**config.mk**
```make
export PLATFORM = sky130hd
export DESIGN_NAME = muldiv_sequencer_flat
export DESIGN_NICKNAME = d
export VERILOG_FILES = /design/src/rtl/muldiv_sequencer_if.sv /design/src/rtl/muldiv_sequencer.sv /design/src/flat_wrapper.sv
export SDC_FILE = /design/constraint.sdc
export NUM_CORES = 1
export LEC_CHECK = 0
export CAP_MARGIN = 10
export CORE_MARGIN = 4
export CORE_UTILIZATION = 28
export DETAILED_ROUTE_END_ITERATION = 8
export PLACE_DENSITY = 0.55
export SLEW_MARGIN = 30
export SYNTH_ARGS = -nofsm -noshare
export SYNTH_HDL_FRONTEND = slang
export SYNTH_SLANG_ARGS = --single-unit
```
**constraint.sdc**
```tcl
create_clock -name clk -period 7.9 [get_ports clk]
set_input_delay 1.58 -clock clk [delete_from_list [all_inputs] [get_ports clk]]
set_output_delay 1.58 -clock clk [all_outputs]
set_load 0.02 [all_outputs]
```
**src/rtl/muldiv_sequencer_if.sv**
```systemverilog
// Handshake and result bus between the EX stage and the multi-cycle
// multiply/divide sequencer.
interface muldiv_sequencer_if #(
  parameter int WIDTH = 32
);
  logic             Start;
  logic             Op;
  logic [WIDTH-1:0] DataA;
  logic [WIDTH-1:0] DataB;
  logic             Busy;
  logic             Done;
  logic             DivZero;
  logic [WIDTH-1:0] Hi;
  logic [WIDTH-1:0] Lo;

  modport master (
    output Start, Op, DataA, DataB,
    input  Busy, Done, DivZero, Hi, Lo
  );

  modport slave (
    input  Start, Op, DataA, DataB,
    output Busy, Done, DivZero, Hi, Lo
  );
endinterface

```
**src/rtl/muldiv_sequencer.sv**
```systemverilog
// Multi-cycle unsigned MULTU/DIVU unit: one shared 32-bit ALU iterated 32
// times (shift-add multiply, restoring divide), results held in HI/LO.
module muldiv_alu32 (
  input  logic [2:0]  ctl_i,
  input  logic [31:0] a_i,
  input  logic [31:0] b_i,
  input  logic [4:0]  shamt_i,
  output logic [31:0] y_o
);
  always_comb begin
    y_o = '0;
    unique case (ctl_i)
      3'b000:  y_o = a_i & b_i;
      3'b001:  y_o = a_i | b_i;
      3'b010:  y_o = a_i + b_i;
      3'b110:  y_o = a_i - b_i;
      3'b011:  y_o = b_i << shamt_i;
      3'b111:  y_o = {31'b0, ($signed(a_i) < $signed(b_i))};
      default: y_o = '0;
    endcase
  end
endmodule

module muldiv_sequencer #(
  parameter int WIDTH = 32  // the shared ALU is 32 bits wide; only 32 works
) (
  input  logic               clk,
  input  logic               rst,
  muldiv_sequencer_if.slave  bus
);
  typedef enum logic [1:0] {IDLE, MUL, DIV, DONE} state_e;
  localparam int CW = $clog2(WIDTH);

  state_e           state_q, state_d;
  logic [CW-1:0]    cnt_q, cnt_d;
  logic [WIDTH-1:0] b_q, b_d;
  logic [WIDTH-1:0] whi_q, whi_d;
  logic [WIDTH-1:0] wlo_q, wlo_d;
  logic [WIDTH-1:0] hi_q, hi_d;
  logic [WIDTH-1:0] lo_q, lo_d;
  logic             dz_q, dz_d;

  logic [2:0]       alu_ctl;
  logic [31:0]      alu_a, alu_b, alu_y;
  logic             div_t, div_k, mul_c, last_iter;
  logic [WIDTH-1:0] div_r, div_q;

  muldiv_alu32 u_alu (
    .ctl_i   (alu_ctl),
    .a_i     (alu_a),
    .b_i     (alu_b),
    .shamt_i (5'd0),
    .y_o     (alu_y)
  );

  // Carry/no-borrow are rebuilt from the operand and result MSBs because
  // the ALU exposes no carry-out.
  assign div_t     = whi_q[WIDTH-1];
  assign div_r     = {whi_q[WIDTH-2:0], wlo_q[WIDTH-1]};
  assign div_q     = {wlo_q[WIDTH-2:0], 1'b0};
  assign mul_c     = (whi_q[WIDTH-1] & b_q[WIDTH-1]) |
                     ((whi_q[WIDTH-1] | b_q[WIDTH-1]) & ~alu_y[WIDTH-1]);
  assign div_k     = (div_r[WIDTH-1] & ~b_q[WIDTH-1]) |
                     ((div_r[WIDTH-1] | ~b_q[WIDTH-1]) & ~alu_y[WIDTH-1]);
  assign last_iter = (cnt_q == CW'(WIDTH - 1));

  always_ff @(posedge clk or posedge rst) begin
    if (rst) begin
      state_q <= IDLE;
      cnt_q   <= '0;
      b_q     <= '0;
      whi_q   <= '0;
      wlo_q   <= '0;
      hi_q    <= '0;
      lo_q    <= '0;
      dz_q    <= 1'b0;
    end else begin
      state_q <= state_d;
      cnt_q   <= cnt_d;
      b_q     <= b_d;
      whi_q   <= whi_d;
      wlo_q   <= wlo_d;
      hi_q    <= hi_d;
      lo_q    <= lo_d;
      dz_q    <= dz_d;
    end
  end

  always_comb begin
    state_d = state_q;
    cnt_d   = cnt_q;
    b_d     = b_q;
    whi_d   = whi_q;
    wlo_d   = wlo_q;
    hi_d    = hi_q;
    lo_d    = lo_q;
    dz_d    = dz_q;
    unique case (state_q)
      IDLE: begin
        if (bus.Start) begin
          b_d   = bus.DataB;
          cnt_d = '0;
          if (!bus.Op || (bus.DataB != '0)) begin
            whi_d   = '0;
            wlo_d   = bus.DataA;
            state_d = bus.Op ? DIV : MUL;
          end else begin
            hi_d    = bus.DataA;
            lo_d    = '1;
            dz_d    = 1'b1;
            state_d = DONE;
          end
        end
      end
      MUL: begin
        cnt_d = cnt_q + 1'b1;
        if (wlo_q[0]) {whi_d, wlo_d} = {mul_c, alu_y, wlo_q[WIDTH-1:1]};
        else          {whi_d, wlo_d} = {1'b0, whi_q, wlo_q[WIDTH-1:1]};
        if (last_iter) begin
          hi_d    = whi_d;
          lo_d    = wlo_d;
          dz_d    = 1'b0;
          state_d = DONE;
        end
      end
      DIV: begin
        cnt_d = cnt_q + 1'b1;
        if (div_t | div_k) begin
          whi_d = alu_y;
          wlo_d = {div_q[WIDTH-1:1], 1'b1};
        end else begin
          whi_d = div_r;
          wlo_d = div_q;
        end
        if (last_iter) begin
          hi_d    = whi_d;
          lo_d    = wlo_d;
          dz_d    = 1'b0;
          state_d = DONE;
        end
      end
      DONE:    state_d = IDLE;
      default: state_d = IDLE;
    endcase
  end

  always_comb begin
    alu_ctl  = 3'b010;
    alu_a    = '0;
    alu_b    = '0;
    bus.Busy = 1'b0;
    bus.Done = 1'b0;
    unique case (state_q)
      MUL: begin
        alu_a    = whi_q;
        alu_b    = b_q;
        bus.Busy = 1'b1;
      end
      DIV: begin
        alu_ctl  = 3'b110;
        alu_a    = div_r;
        alu_b    = b_q;
        bus.Busy = 1'b1;
      end
      DONE:    bus.Done = 1'b1;
      default: ;
    endcase
  end

  assign bus.Hi      = hi_q;
  assign bus.Lo      = lo_q;
  assign bus.DivZero = dz_q;
endmodule

```
**src/flat_wrapper.sv**
```systemverilog
// flat-port wrapper written by rule: the top's interface ports become plain ports
module muldiv_sequencer_flat 
#(
  parameter int WIDTH = 32                                                  
)
  (clk, rst, bus_Start, bus_Op, bus_DataA, bus_DataB, bus_Busy, bus_Done, bus_DivZero, bus_Hi, bus_Lo);
  muldiv_sequencer_if #(.WIDTH(WIDTH)) bus_i ();
  input  logic clk;
  input  logic rst;
  input wire logic [$bits(bus_i.Start)-1:0] bus_Start;
  input wire logic [$bits(bus_i.Op)-1:0] bus_Op;
  input wire logic [$bits(bus_i.DataA)-1:0] bus_DataA;
  input wire logic [$bits(bus_i.DataB)-1:0] bus_DataB;
  output wire logic [$bits(bus_i.Busy)-1:0] bus_Busy;
  output wire logic [$bits(bus_i.Done)-1:0] bus_Done;
  output wire logic [$bits(bus_i.DivZero)-1:0] bus_DivZero;
  output wire logic [$bits(bus_i.Hi)-1:0] bus_Hi;
  output wire logic [$bits(bus_i.Lo)-1:0] bus_Lo;
  assign bus_i.Start = bus_Start;
  assign bus_i.Op = bus_Op;
  assign bus_i.DataA = bus_DataA;
  assign bus_i.DataB = bus_DataB;
  assign bus_Busy = bus_i.Busy;
  assign bus_Done = bus_i.Done;
  assign bus_DivZero = bus_i.DivZero;
  assign bus_Hi = bus_i.Hi;
  assign bus_Lo = bus_i.Lo;
  muldiv_sequencer #(.WIDTH(WIDTH)) u_core (.clk(clk), .rst(rst), .bus(bus_i));
endmodule
```
# Word-level counts from Yosys, hierarchy flattened

Cells that the tools add are included.

ROM bits: 0
Flip-flop bits (word level): 168
Memories kept: 0
Logic and storage cells: 91
Memory bits (writable): 0
Output and inout port bits: 67
Bits of input ports: 68
Latch bits: 0

Shift-type cells: 0
Div/mod/pow operators: 0
Bitwise operators: 13
Mux-type cells: 37
Eq/ne operators: 15
Order comparisons: 1
Add/subtract/negate cells: 3
Reduce and logical (&&, ||, !) cells: 14
Multipliers: 0

Operator list:

| cell                                                  | number |
|---|---|
| two-way mux 32 bit                                    | 16 |
| one-hot mux 32 bit (3 select lines)                   | 4 |
| one-hot mux 32 bit (6 select lines)                   | 1 |
| one-hot mux 32 bit (2 select lines)                   | 1 |
| adder 32 bit                                          | 1 |
| AND 32 bit                                            | 1 |
| < comparator 32 bit                                   | 1 |
| bitwise OR 32 bit                                     | 1 |
| nonzero test 32 bit                                   | 1 |
| subtractor 32 bit                                     | 1 |
| one-hot mux 5 bit (2 select lines)                    | 1 |
| two-way mux 2 bit                                     | 4 |
| inequality test 2 x 1 -> 1 bit, second input constant | 4 |
| == test 3 x 2 -> 1 bit, second input constant         | 2 |
| == test 3 bit, second input constant                  | 2 |
| two-way mux 1 bit                                     | 6 |
| one-hot mux 2 bit (3 select lines)                    | 1 |
| AND reduction 2 bit                                   | 3 |
| adder 5 x 1 -> 5 bit, second input constant           | 1 |
| == test 5 bit, second input constant                  | 1 |
| two-way mux 5 bit                                     | 1 |
| bitwise OR 1 bit                                      | 5 |
| AND reduction 5 bit                                   | 1 |
| AND 1 bit                                             | 4 |
| other kinds (16)                                      | 19 |

# Depth between registers and ports, before layout

Gate-level depths: netlist of the first run.

Depth in word-level cells: 12
Depth in mapped cells: 28
Mapped depth without buffers: 22

# Hierarchy

From an unflattened synthesis of the first run, not the netlist that was laid out.

Cell total of the unflattened synthesis: 1942
Area total of the unflattened synthesis: 16439.5 um2

Modules (own cells, without submodules):

| module           | cells each | times used | area an instance (um2) | sequential area each (um2) |
|---|---|---|---|---|
| muldiv_sequencer | 941        | 1          | 9691.8                 | 4204.0 |
| muldiv_alu32     | 1001       | 1          | 6747.7                 | 0.0 |

# Least setup slack after synthesis of the first run

OpenSTA, ideal clock, no wires.

Kind: register -> register
From: register u_core.state_q[0]
To: register u_core.whi_q[4]
Required time: 7.818 ns
Data arrival time: 5.564 ns
Clock period less this slack: 5.646 ns
Stages on the path, launching flop included: 29
Setup time: 0.082 ns
Path buffers: 6
Setup slack: 2.254 ns
Cell sequence: dfrtp_1 > inv_1 > ha_1 > clkbuf_1 > clkbuf_1 > clkbuf_1 > and2_1 > inv_1 > ha_1 > clkbuf_1 > o21a_1 > nand2_1 > a21oi_1 > o21a_1 > nor2_1 > or3_1 > nand3_1 > ha_1 > a21o_1 > a21o_1 > a221oi_1 > o21ai_1 > or3_1 > a21o_1 > buf_6 > buf_4 > a211oi_1 > a31oi_1 > a31oi_1

Longest elaborated chain between the ends: 11
Elaborated cells on any way between the ends: 29
Those cells by class: add/sub: 2; eq/ne: 9; mux: 7; bitwise: 6; reduce/logical: 5

Ends and longest elaborated chain:

| what                                                    | line                                            | RTL |
|---|---|---|
| start: declaration                                      | muldiv_sequencer.sv:34                          | `state_e state_q, state_d;` |
| start signal: assignment                                | muldiv_sequencer.sv:78                          | `state_q <= state_d;` |
| == test 2 x 1 -> 1 bit or == test 2 bit (tied branches) | muldiv_sequencer.sv:98, muldiv_sequencer.sv:153 |  |
| OR reduction 2 bit (no line)                            | n/a                                             |  |
| two-way mux 32 bit                                      | muldiv_sequencer.sv:153                         | `unique case (state_q)` |
| subtractor 32 bit, or another cell as far along         | muldiv_sequencer.sv:16                          | `3'b110: y_o = a_i - b_i;` |
| one-hot mux 32 bit (6 select lines)                     | muldiv_sequencer.sv:12                          | `unique case (ctl_i)` |
| inverter 1 bit                                          | muldiv_sequencer.sv:64                          | `((div_r[WIDTH-1] \| ~b_q[WIDTH-1]) & ~alu_y[WIDTH-1]);` |
| AND 1 bit                                               | muldiv_sequencer.sv:64                          |  |
| bitwise OR 1 bit                                        | muldiv_sequencer.sv:63                          | `assign div_k = (div_r[WIDTH-1] & ~b_q[WIDTH-1]) \|` |
| bitwise OR 1 bit                                        | muldiv_sequencer.sv:128                         | `if (div_t \| div_k) begin` |
| two-way mux 32 bit                                      | muldiv_sequencer.sv:128                         |  |
| one-hot mux 32 bit (3 select lines)                     | muldiv_sequencer.sv:98                          | `unique case (state_q)` |
| end signal: assignment                                  | muldiv_sequencer.sv:81                          | `whi_q <= whi_d;` |
| end: declaration                                        | muldiv_sequencer.sv:37                          | `logic [WIDTH-1:0] whi_q, whi_d;` |

Parallel ways exist; a longest one is shown, timed or not.
A chain may end at the register's enable or synchronous reset.

# Final worst setup path of the first run

From: register u_core.state_q[0]
To: register u_core.whi_q[9]

The elaborated chain is that of the path after synthesis.

==> flow_summary_export.csv, run 1 <==
group,metric,value,unit
logic_synthesis,yosys-top-cells-area,"dfrtp_1 (37%), nand2_1 (8.1%), a31oi_1 (5.3%), mux2_2 (5.2%), o21ai_0 (5.0%)",
grt,grt-ovfl-total,0,
critical_path,worst_ep_required_time,8.21,ns
placement,place_area,13000,sq um
critical_path,end_kind,"register",
detailed_routing,drtIter0Drc,809,
critical_path,critPathMaxFanout,33,
clock_tree,cts_root_buf,"clkbuf_16",
grt,antenna_found_initial,0,
critical_path,critPathKind,"reg2reg",
detailed_routing,vias,10600,
layout,fill_cells,4209,
placement,io_buffer_count,134,
critical_path,reg2reg_from,"u_core.state_q[0]",
logic_synthesis,synth_seq_area_share,37.2,%
min_path,hold_depth,2,
clock_tree,numCtsBuffers,17,
logic_synthesis,ys.flop_type,"dfrtp_1",
placement,hpwl,26.5,mm
sta,worstMarginPinSlew,1.01,ns
detailed_routing,dr.pass1.iters,5,
grt,grt_first_pass_wirelength,59.1,mm
layout,area_delta_synth_final,20.9,%
logic_synthesis,syn-num-nets,1456,
floorplanning,dieArea,43600,sq um
logic_synthesis,synth_commonest_cells,"nand2_1 (243), dfrtp_1 (168), o21ai_0 (112)",
clock_tree,post_cts_buffers,0,
sta,setup-tns-final,0,ns
sta,max-slew-margin-rel,32.6,%
logic_synthesis,synth_top_cell_by_area,"dfrtp_1",
floorplanning,ios,135,
sta,setup_viol,0,
min_path,min_path_type,"reg2reg",
clock_tree,cts_num_sinks,168,
critical_path,crit_slowest_cell,"a21o_1",
grt,grtUsageTotal,16.5,%
floorplanning,dieHeight,209,um
clock_tree,worstSkewPairLatency,0.46,ns
logic_synthesis,async_reset_ff_share,100,%
logic_synthesis,syn_inst,1349,
clock_tree,clock_path_buffers,2,
sta,skew,0.0140,ns
logic_synthesis,avgSynthCellArea,8.38,sq um
floorplanning,fp-row-count,73,
sta,slew_violations,0,
layout,register_area,4200,sq um
grt,use_met2,24.0,%
outcome,outcome,"finished clean",
logic_synthesis,synth_cell_types,67,
detailed_routing,postRouteAntennaNets,0,
layout,diodes,0,
grt,use_met3,2.87,%
critical_path,rrSetupSlack,1.72,ns
run,cap_violations,0,
grt,top_usage_layer,"met1",
detailed_routing,finalWirelength,37.1,mm
grt,use_met1,25.9,%
clock_tree,path_clk_slew,0.07,ns
critical_path,slowest_delay,0.81,ns
critical_path,worstPathArrival,6.49,ns
critical_path,cp_top_family,"compound AO/OA/AOI/OAI gates",
logic_synthesis,yosysWarnings,0,
min_path,hp-start,"u_core.bus.Lo[16]",
critical_path,cp_num_buf_inv,3,
logic_synthesis,synth-edff-count,0,
layout,final_layout_size_suffix_gt1_share,8.98,%
sta,hold_violations,0,
sta,fin_crit_sh,78.2,%
sta,fmax,162,MHz
floorplanning,die_width,209,um
sta,rsz0062_at_grt,"no",
detailed_routing,via_per_inst,5.41,
critical_path,path_cells,"inv_1 -> ha_4 -> and2_1 -> inv_1 -> ha_1 -> o21a_1 -> nand2_1 -> a21oi_1 -> o21a_1 -> nor2_1 -> or3_1 -> nand3_1 -> ha_1 -> a21o_1 -> a21o_1 -> a221oi_1 -> o21ai_1 -> o21ai_1 -> a21o_1 -> buf_4 -> a211oi_2 -> a31oi_1 -> a31oi_1",
critical_path,worstReg2RegEnd,"u_core.whi_q[9]",
layout,multi_input_area,6650,sq um
clock_tree,h-tree-depth,4,
logic_synthesis,synth_top_area_share,37.2,%
min_path,hold_end,"u_core.bus.Lo[16]",
logic_synthesis,synth_most_common_cell,"nand2_1",
clock_tree,hold_buffers,0,
critical_path,reg2reg_depth,23,
detailed_routing,wl_per_cell,19.0,um
critical_path,cp_common_cell,"a21o_1",
sta,finalCriticalPeriod,6.18,ns
logic_synthesis,synth_seq_cells,168,
grt,grt_start_max_net_pins,105,
layout,final_cell_area,13700,sq um
grt,grt_pass1_vias,10100,
clock_tree,cts_resized,0,
logic_synthesis,synthesis.area,11300,sq um
layout,layout.nets,1520,
placement,routabilityCongestion,0.912,
critical_path,cp-startpoint,"u_core.state_q[0]",
floorplanning,initial_utilization,28.4,%
floorplanning,coreArea,39800,sq um
detailed_routing,drc,0,
critical_path,startpoint_type,"register",
clock_tree,cts_tree,"done",
[worst max-delay path by stage]
stage | endpoint | slack (ns) | cells past startpoint
2_1_floorplan | u_core.b_q[0] | 1.77 | 1
3_3_place_gp | u_core.whi_q[4] | 2.12 | 23
3_5_place_dp | u_core.whi_q[9] | 1.92 | 23
4_1_cts | u_core.whi_q[10] | 1.88 | 23
5_1_grt | u_core.whi_q[10] | 1.22 | 23
6_report | u_core.whi_q[9] | 1.72 | 23
[placed cells by master, fill, tap and decap left out, types with 5 or more instances in the layout]
cell and n:
a211oi_2 8, o211ai_1 5, buf_4 16, o21ai_0 112, nor2_1 83, a31oi_1 96, a221oi_1 29, mux2_2 52
nand3_1 14, nor3_1 12, xnor2_1 17, clkbuf_16 17, a211oi_1 24, nand2_1 241, xor2_1 30, o21a_1 8
nand4_1 9, a41oi_1 6, nand2b_1 5, nor2b_1 7, o31ai_1 33, ha_1 35, or3_1 6, and3_1 5
a22oi_1 6, inv_1 15, inv_8 6, dfrtp_1 168, nor4_1 13, a21oi_1 87, a21o_1 27, and3b_1 5
clkdlybuf4s50_1 134, and2_1 11
[cell families (layout without fill, tap and decap cells)]
kind of cell / count (synthesis) / count (layout) / share of synthesized area, %
AO/OA/AOI/OAI: 488 / 488 / 28.1
XOR/XNOR: 47 / 47 / 3.64
adder cells (fa/ha/maj): 40 / 40 / 4.47
buffers and inverters: 123 / 200 / 4.44
flip-flops: 168 / 168 / 37.2
multiplexers: 56 / 56 / 5.54
AND/OR/NAND/NOR: 427 / 427 / 16.7
[stage by stage]
stage                     worst slack (ns)  hold slack [ns]  utilization, %  std cells
after floorplan                       1.77            0.471               -       1349
after global placement                2.12            0.463            32.8       1919
after detailed placement              1.92            0.469            32.8       1919
after CTS                             1.88            0.485            34.3       1951
after global routing                  1.22            0.509            34.3       1951
final                                 1.72            0.480            34.3       1951
[flip-flops by register name, indices dropped and copies added (netlist names)]
signal and flops:
u_core.bus.Lo 32, u_core.state_q 2, u_core.b_q 32, u_core.cnt_q 5
u_core.wlo_q 32, u_core.bus.Hi 32, u_core.whi_q 32, u_core.bus.DivZero 1
[per-layer routing]
layer	wire (um)	up-vias
li1	-	5131
met1	19100	5055
met2	15500	343
met3	2220	24
met4	321	0
met5	0	-
[worst reg2reg max path, cell delays in order (launching register included)]
cell      delay [ns]
dfrtp_1         0.41
inv_1           0.17
ha_4            0.33
and2_1          0.24
inv_1           0.07
ha_1            0.30
o21a_1          0.25
nand2_1         0.11
a21oi_1         0.28
o21a_1          0.22
nor2_1          0.08
or3_1           0.37
nand3_1         0.09
ha_1            0.31
a21o_1          0.21
a21o_1          0.18
a221oi_1        0.32
o21ai_1         0.16
o21ai_1         0.32
a21o_1          0.81
buf_4           0.36
a211oi_2        0.09
a31oi_1         0.25
a31oi_1         0.11
[cell type report]
| type | instances | area share [%] |
|---|---|---|
| inverters | 17 | 0.522 |
| multi-input cells | 1058 | 48.7 |
| repair buffers | 151 | 10.8 |
| flip-flops and latches | 168 | 30.8 |
| clock buffers | 17 | 3.11 |
| well taps | 525 | 4.81 |
| clock inverters | 15 | 1.36 |
Power of run 1 is not shown: default switching activity piles up to over one toggle a cycle in this logic, so the estimate is an artifact.
==> run 2, diff against run 1 <==
--- a/config.mk
+++ b/config.mk
@@ -9,7 +9,7 @@
 export CORE_MARGIN = 4
 export CORE_UTILIZATION = 28
 export DETAILED_ROUTE_END_ITERATION = 8
-export PLACE_DENSITY = 0.55
+export PLACE_DENSITY = 0.56
 export SLEW_MARGIN = 30
 export SYNTH_ARGS = -nofsm -noshare
 export SYNTH_HDL_FRONTEND = slang
==> constraint.sdc (replaced) <==
create_clock -name clk -period 5.1 [get_ports clk]
set_input_delay 1.02 -clock clk [delete_from_list [all_inputs] [get_ports clk]]
set_output_delay 1.02 -clock clk [all_outputs]
set_load 0.02 [all_outputs]
==> run 2 against run 1 <==
Net effect: routed wire length is 0.70% lower; die area stayed put; worst setup slack worse by 1.5 ns; clock skew is 0.00051 ns higher; design area is 4.2% higher; sequential share of layout area is 1.2 points lower; sequential cell count stayed put; largest cell class unchanged; critical endpoint is now u_core.bus.Hi[0].
==> flow_summary_export.csv, run 2 (synthesis results as in run 1) <==
group,metric,value,unit
outcome,outcome,"finished clean",
sta,max-slew-margin-rel,48.9,%
sta,hold_violations,0,
layout,fill_cells,4113,
critical_path,crit_slowest_cell,"or4_4",
grt,grtUsageTotal,16.4,%
placement,routabilityCongestion,0.850,
layout,layout.nets,1570,
layout,layout_commonest_cell,"nand2_1",
detailed_routing,drc,0,
floorplanning,initial_utilization,28.4,%
critical_path,reg2reg_from,"u_core.b_q[3]",
placement,io_buffer_count,134,
critical_path,crit_cells,20,
critical_path,cp_num_buf_inv,1,
detailed_routing,drtIter0Drc,732,
detailed_routing,postRouteAntennaNets,0,
floorplanning,fp-row-count,73,
critical_path,critPathKind,"reg2reg",
sta,skew,0.0145,ns
layout,diodes,0,
min_path,hold_end,"u_core.bus.Lo[18]",
clock_tree,numCtsBuffers,17,
critical_path,worstPathArrival,5.10,ns
critical_path,reg2reg_depth,20,
sta,finalCriticalPeriod,4.84,ns
grt,grt_start_max_net_pins,105,
sta,setup_viol,0,
sta,rsz0062_at_grt,"no",
grt,grt_pass1_vias,10400,
min_path,hp-start,"u_core.bus.Lo[18]",
sta,worstMarginPinSlew,0.766,ns
clock_tree,cts_tree,"done",
detailed_routing,vias,10700,
min_path,min_path_type,"reg2reg",
floorplanning,dieArea,43600,sq um
critical_path,rrSetupSlack,0.26,ns
clock_tree,worstSkewPairLatency,0.44,ns
critical_path,cp_common_cell,"a21o_1",
run,cap_violations,0,
clock_tree,clock_path_buffers,2,
critical_path,critPathMaxFanout,29,
min_path,hold_depth,2,
critical_path,slowest_delay,0.56,ns
critical_path,worst_ep_required_time,5.37,ns
clock_tree,cts_root_buf,"clkbuf_16",
floorplanning,dieHeight,209,um
detailed_routing,via_per_inst,5.34,
floorplanning,coreArea,39800,sq um
clock_tree,path_clk_slew,0.07,ns
sta,fmax,207,MHz
detailed_routing,wl_per_cell,18.4,um
critical_path,path_cells,"or4_4 -> nor4bb_4 -> o21a_4 -> nand2_2 -> a21oi_2 -> o21a_1 -> nor2_1 -> or3_1 -> nand3_2 -> ha_4 -> a21o_1 -> a21o_1 -> a221oi_1 -> o21ai_1 -> or3_4 -> a21o_1 -> buf_12 -> a211oi_1 -> a211o_1 -> a41oi_1",
floorplanning,die_width,209,um
grt,grt-ovfl-total,0,
sta,setup-tns-final,0,ns
detailed_routing,finalWirelength,36.8,mm
floorplanning,ios,135,
grt,antenna_found_initial,0,
placement,hpwl,27.3,mm
layout,layout_common_cells,"nand2_1 (241), dfrtp_1 (168), clkdlybuf4s50_1 (134)",
detailed_routing,dr.pass1.iters,7,
layout,area_delta_synth_final,26.0,%
layout,final_layout_size_suffix_gt1_share,13.6,%
critical_path,startpoint_type,"register",
clock_tree,hold_buffers,0,
critical_path,cp_top_family,"compound AO/OA/AOI/OAI gates",
critical_path,end_kind,"register",
sta,slew_violations,0,
grt,grt_first_pass_wirelength,58.8,mm
sta,fin_crit_sh,94.8,%
clock_tree,cts_num_sinks,168,
clock_tree,h-tree-depth,4,
critical_path,worstReg2RegEnd,"u_core.bus.Hi[0]",
[run 2: cell count changes in the layout (fill, tap and decap cells not counted), moves of 3 or more]
cell      previous run  this run
inv_8                6         2
a31oi_2              0         8
clkinv_8             3         0
a211oi_2             8        11
buf_4               16        60
a31oi_1             96        87
inv_6                1         5
a211oi_1            24        21
buf_12               0         7
[run 2: area by class of cell]
cell class                      instances  area (sq um)  area share (%)
Clock inverter                         13           133           0.931
Timing Repair Buffer                  201          1930            13.6
Multi-Input combinational cell       1058          6820            47.9
Tap cell                              525           657            4.61
Inverter                               17          67.6           0.474
Clock buffer                           19           433            3.04
Sequential cell                       168          4200            29.5
[run 2: per-layer routing]
metal	global-route usage [%]	share of wire [%]	up-vias
met5	0	0	-
met4	2.99	0.69	0
met3	2.78	6.1	15
met2	24.0	43	329
met1	25.6	51	5119
li1	-	-	5216
[run 2: timing repair]
| item | 4_1_cts | 5_1_grt |
|---|---|---|
| endpoints found under the setup margin | 0 | 65 |
| setup buffers | 0 | 3 |
| resized for setup | 0 | 25 |
[run 2: worst max-delay path by stage]
stage                       from          endpoint  slack (ns)
3_5_place_dp       u_core.b_q[3]  u_core.bus.Hi[3]        0.03
6_report           u_core.b_q[3]  u_core.bus.Hi[0]        0.26
3_3_place_gp       u_core.b_q[3]  u_core.bus.Hi[3]        0.08
4_1_cts            u_core.b_q[3]  u_core.bus.Hi[3]       0.001
5_1_grt        u_core.state_q[0]  u_core.whi_q[25]       0.002
2_1_floorplan  u_core.state_q[0]   u_core.whi_q[4]       0.008
[run 2: tightest hold or removal path, stage by stage (launching register included)]
cell and delay (ns):
dfrtp_1 0.34, nand2_1 0.05, o21ai_0 0.06
[run 2: per-stage QoR]
step	area, sq um	utilization, %	setup slack (ns)	cells	hold slack, ns
2_1_floorplan	11400	-	0.00776	1349	0.471
3_3_place_gp	13500	33.9	0.0780	1966	0.461
3_5_place_dp	13500	33.9	0.0266	1966	0.470
4_1_cts	14100	35.3	0.00141	1998	0.486
5_1_grt	14200	35.8	0.00230	2001	0.505
6_report	14200	35.8	0.263	2001	0.481
Power of run 2 is left out for the same reason.
